--- src/rtl/spi_master_tx.sv ---
// spi_master_tx: SPI mode-0 (CPOL=0, CPHA=0) master transmitter/receiver.
// Sends one DATA_WIDTH-bit word MSB first on spim_mosi and captures a word
// from spim_miso. Each SCK half-period lasts CLK_DIV clk cycles.
// Optional feature macro: SPI_MASTER_BURST_EN -- allows back-to-back words
// with slave select held low, accepting the next word in the last HOLD cycle.
// DATA_WIDTH must be at least 2.

module spi_master_tx #(
    parameter int DATA_WIDTH = 8,
    parameter int CLK_DIV    = 4
) (
    input  logic                  clk,
    input  logic                  reset_n,
    input  logic [DATA_WIDTH-1:0] tx_data,
    input  logic                  tx_valid,
    output logic                  tx_ready,
    output logic [DATA_WIDTH-1:0] rx_data,
    output logic                  rx_valid,
    output logic                  busy,
    output logic                  spim_sck,
    output logic                  spim_mosi,
    input  logic                  spim_miso,
    output logic                  spim_ss_n
);

    localparam int BIT_W = $clog2(DATA_WIDTH + 1);

    typedef enum logic [2:0] {
        IDLE  = 3'd0,
        SETUP = 3'd1,
        HIGH  = 3'd2,
        LOW   = 3'd3,
        HOLD  = 3'd4,
        GAP   = 3'd5
    } state_t;

    state_t                  state;
    state_t                  state_next;
    logic [7:0]              phase_cnt;
    logic                    phase_done;
    logic [BIT_W-1:0]        bit_cnt;
    logic                    last_bit;
    logic                    accept;
    logic [DATA_WIDTH-1:0]   tx_shift;
    logic [DATA_WIDTH-1:0]   rx_shift;

    // A state ends on the last of its CLK_DIV cycles.
    assign phase_done = (phase_cnt == 8'(CLK_DIV - 1));
    // bit_cnt holds the index of the bit currently on the wire.
    assign last_bit   = (bit_cnt == BIT_W'(DATA_WIDTH - 1));
    assign accept     = tx_valid && tx_ready;

    // State register with synchronous active-low reset.
    always_ff @(posedge clk) begin
        if (!reset_n) begin
            state <= IDLE;
        end else begin
            state <= state_next;
        end
    end

    // Next-state logic: every non-IDLE state advances when its phase is done.
    always_comb begin
        state_next = state;
        case (state)
            IDLE:  if (accept) state_next = SETUP;
            SETUP: if (phase_done) state_next = HIGH;
            HIGH:  if (phase_done) state_next = last_bit ? HOLD : LOW;
            LOW:   if (phase_done) state_next = HIGH;
            HOLD:  if (phase_done) state_next = accept ? SETUP : GAP;
            GAP:   if (phase_done) state_next = IDLE;
            default: state_next = IDLE;
        endcase
    end

    // Output decode: SCK, slave select, busy and ready follow the state.
    always_comb begin
        busy      = (state != IDLE);
        spim_sck  = (state == HIGH);
        spim_ss_n = !((state == SETUP) || (state == HIGH) ||
                      (state == LOW)   || (state == HOLD));
        tx_ready  = reset_n && (state == IDLE);
`ifdef SPI_MASTER_BURST_EN
        if (reset_n && (state == HOLD) && phase_done) begin
            tx_ready = 1'b1;
        end
`else
`endif
    end

    // Phase timer: restarts on every state change and stays cleared in IDLE.
    always_ff @(posedge clk) begin
        if (!reset_n) begin
            phase_cnt <= '0;
        end else if ((state == IDLE) || phase_done) begin
            phase_cnt <= '0;
        end else begin
            phase_cnt <= phase_cnt + 8'd1;
        end
    end

    // Datapath: load the word, shift bits out/in, and publish the received word.
    always_ff @(posedge clk) begin
        if (!reset_n) begin
            tx_shift  <= '0;
            rx_shift  <= '0;
            rx_data   <= '0;
            rx_valid  <= 1'b0;
            spim_mosi <= 1'b0;
            bit_cnt   <= '0;
        end else begin
            rx_valid <= 1'b0;
            if (accept) begin
                spim_mosi <= tx_data[DATA_WIDTH-1];
                tx_shift  <= tx_data << 1;
                bit_cnt   <= '0;
            end
            if ((state == HIGH) && phase_done) begin
                rx_shift <= {rx_shift[DATA_WIDTH-2:0], spim_miso};
                bit_cnt  <= bit_cnt + BIT_W'(1);
                if (!last_bit) begin
                    spim_mosi <= tx_shift[DATA_WIDTH-1];
                    tx_shift  <= tx_shift << 1;
                end
            end
            if ((state == HOLD) && phase_done) begin
                rx_data  <= rx_shift;
                rx_valid <= 1'b1;
            end
        end
    end

endmodule

--- config.mk ---
export PLATFORM = sky130hd
export DESIGN_NAME = spi_master_tx
export DESIGN_NICKNAME = d
export VERILOG_FILES = /design/src/rtl/spi_master_tx.sv
export SDC_FILE = /design/constraint.sdc
export NUM_CORES = 1
export LEC_CHECK = 0
export CAP_MARGIN = 20
export CORE_ASPECT_RATIO = 1.4
export CORE_UTILIZATION = 30
export DETAILED_ROUTE_END_ITERATION = 7
export DONT_BUFFER_PORTS = 1
export GPL_TIMING_DRIVEN = 0
export SYNTH_ARGS = -nofsm -noshare
export SYNTH_HDL_FRONTEND = slang
export SYNTH_SLANG_ARGS = --single-unit
--- constraint.sdc ---
create_clock -name clk -period 5.3 [get_ports clk]
set_clock_uncertainty 0.05 [all_clocks]
set_input_delay 0.53 -clock clk [delete_from_list [all_inputs] [get_ports clk]]
set_output_delay 0.53 -clock clk [all_outputs]
set_load 0.03 [all_outputs]
==> impl_results.md <==
* Die height at about 93 um
* Clock tree buffer depth at 2
* M3 GR Usage at approximately 4.4%
* Lkg Pwr at 0.000798 uW
* Hold buffers post-CTS at 0
* # rows at 32
* CTS sink count at 41
* Crit path cell chain: clkbuf_2, nor3_1, inv_1, nor2_1
* Final Setup Violations at 0
* Area delta synth->final at 11.3%
* Buffers on Ports at 0
* Slowest stage cell, crit path: nor2_1
* DR WL/cell at ~13 um
* Core Area at around 5600 um2
* Worst min-delay path class: in2reg
* Via count at 1333
* Grt ovf at 0
* Met1 GRT Util at 14.1%
* Synthesized cell area at roughly 1800 um2
* Register area at 821 um2
* Initial antenna violation count at 0
* # nets final at 212
* Vias per cell at ~5.0
* Clk slew on worst S/H paths at 0.08 ns
* Pint at around 470 uW
* Final hold slack at approximately 0.33 ns
* Syn Inst Count at ~190
* N_diodes at 0
* Syn Area/Cell at just over 9 um2
* Footprint of the multi-input gates at between 800 and 900 um2
* Pins Over Slew Limit at 0
* Switching share of power at around a quarter
* Largest net degree at the start of global routing at 15
* Max-cap viol count at 0
* Min cycle time layout at approximately 2.5 ns
* GR Util All Layers at about 13%
* Buf+Inv Stages, Crit Path at 2
* Register area share after synthesis at between 40% and 50%
* RSZ-0062 raised after global routing: no
* Routing usage on met2 at 20.9%
* Power Density at 311 nW/um2
* Resized cells post-CTS at 0
* Initial drt markers at 66
* Filler cells at 609
* First-pass GRT wire length at about 6000 um
* Setup TNS at 0 ns
* Hold path cells at 2
* TritonCTS buffer count at 5
* Crit Path Category: reg2out
* Die Span X at 66.9 um
* DRT Pass-1 Iters at 4
* RD Place Congestion at 0.782
* Fin. Hold Viols at 0
* VDD IR max at between 0.00015 and 0.0002 V
* Busiest grt layer: met2
* NetSw at about 140 uW
* ANT nets after route at 0
* Outcome: finished, final reports clean
* CP Max Fanout at 9
* Initial Utilization at 31.6%
* CTS tree: built
* CP Capture Type: primary output
* Vias in the first global route at between 1000 and 1500
* Setup crit start kind: flip-flop
* Place WS at approximately 3.1 ns
* Crit path required time at approximately 4.7 ns
* Clk pwr share at around 40%
* Achievable clock frequency at between 0.4 and 0.5 GHz
* HPWL Detailed at 2430 um
* Family with the most delay on the worst path: simple AND/OR/NAND/NOR gates
* Fin crit share at about 47%
* Most common cell after layout, fill and taps aside: dfxtp_1
* Sequential share of power at 52.1%
* Leading cell types in the layout, fill and taps excluded: dfxtp_1, nor2_1, nand2_1
* Number of library cell types mapped by synthesis at 37
* Arr. time, crit path at about 1.9 ns
* Post-CTS setup buffers at 0
* Tightest Pin Transition at around 0.56 ns
* Share of post-route cells with drive strength above 1 at between 10% and 20%
* Final Util at 35.1%
* Synthesized flop and latch total at between 40 and 50
* Yosys Warn Count at 0
* Residual DRC at 0
* Worst skew pair latency at 0.29 ns
* Syn nets at between 200 and 250
* Final WL at around 3400 um
* Die area at just over 6000 um2
* Worst reg2reg path depth at 6
* Root Buffer: clkbuf_8
* Ports at 26
* CP peak stage delay at approximately 0.51 ns
* Min setup slack post-route at ~2.8 ns
* Logic pwr share at 6.9%
* Stages on worst setup path at 4
* Worst slew margin at roughly 62%
* H-tree Lvls at 2
-- flip-flops by register name (all words and copies together) (netlist names) --
name	cells
phase_cnt	8
rx_data	8
rx_shift	8
tx_shift	8
bit_cnt	4
state	3
rx_valid	1
spim_mosi	1
-- layout make-up --
| cell class | instances | area share [%] |
|---|---|---|
| clock inverters | 3 | 2.35 |
| flip-flops and latches | 41 | 41.7 |
| inverters | 5 | 0.953 |
| well taps | 68 | 4.32 |
| multi-input cells | 135 | 43.3 |
| clock buffers | 5 | 3.49 |
| plain buffers | 10 | 3.94 |
-- cell families after synthesis --
logic type	Yosys count	share of synthesized area (%)
DFF	41	46.4
and+or+nand+nor	81	24.3
muxes	16	9.05
buffers and inverters	15	5.45
xor gates and xnor gates	6	2.97
adders and majority gates	2	1.41
AOI/OAI and AO/OA	30	10.4
-- layer usage --
layer | vias up | share of wire, %
met1 | 620 | 45
li1 | 681 | -
met2 | 26 | 46
met5 | - | 0
met4 | 0 | 2.3
met3 | 6 | 7.0
-- power by group through the flow --
stage               logic (uW)  clock network [uW]  registers [uW]
finish                    42.1                 251             318
global placement          42.0                   0             326
floorplan                 34.8                   0             325
global route              47.3                 273             319
CTS                       42.5                 260             318
detailed placement        42.4                   0             326
-- worst paths after layout --
path,from,endpoint,slack (ns)
worst max-delay path,state[1],tx_ready,2.82
worst min-delay path,spim_miso,rx_shift[0],0.33
worst max register to register,state[1],tx_shift[6],3.19
worst min register to register,tx_shift[7],tx_shift[7],0.43
-- stage by stage --
stage	cells	instance area [um2]	power, uW
after global placement	259	1850	368
final	267	1970	612
after detailed placement	259	1850	368
after CTS	267	1970	621
after global routing	267	1970	640
after floorplan	191	1770	360
-- cell usage after synthesis, drive strengths merged --
library cell	n	area share, %
clkdlybuf4s15	1	0.57
and3	3	1.1
and2	1	0.42
dfxtp	41	46
o211ai	2	1.1
a211oi	1	0.42
inv	5	1.1
or3b	2	0.99
nand4	4	1.4
ha	2	1.4
clkbuf	7	3.3
a31oi	10	3.5
o21ai	12	3.4
nor3b	1	1.1
o21a	1	0.42
nor2b	1	0.35
nor4b	1	1.3
nor3	3	1.1
mux2i	16	9.1
buf	2	0.57
a221oi	1	0.50
o31ai	1	0.42
nand3	15	5.0
a21oi	2	0.57
nor2	27	5.7
nand2	20	4.2
or4	1	0.64
and4	1	0.50
xor2	5	2.5
nand3b	1	0.42
xnor2	1	0.50
Power figures use the tool's default switching activity.
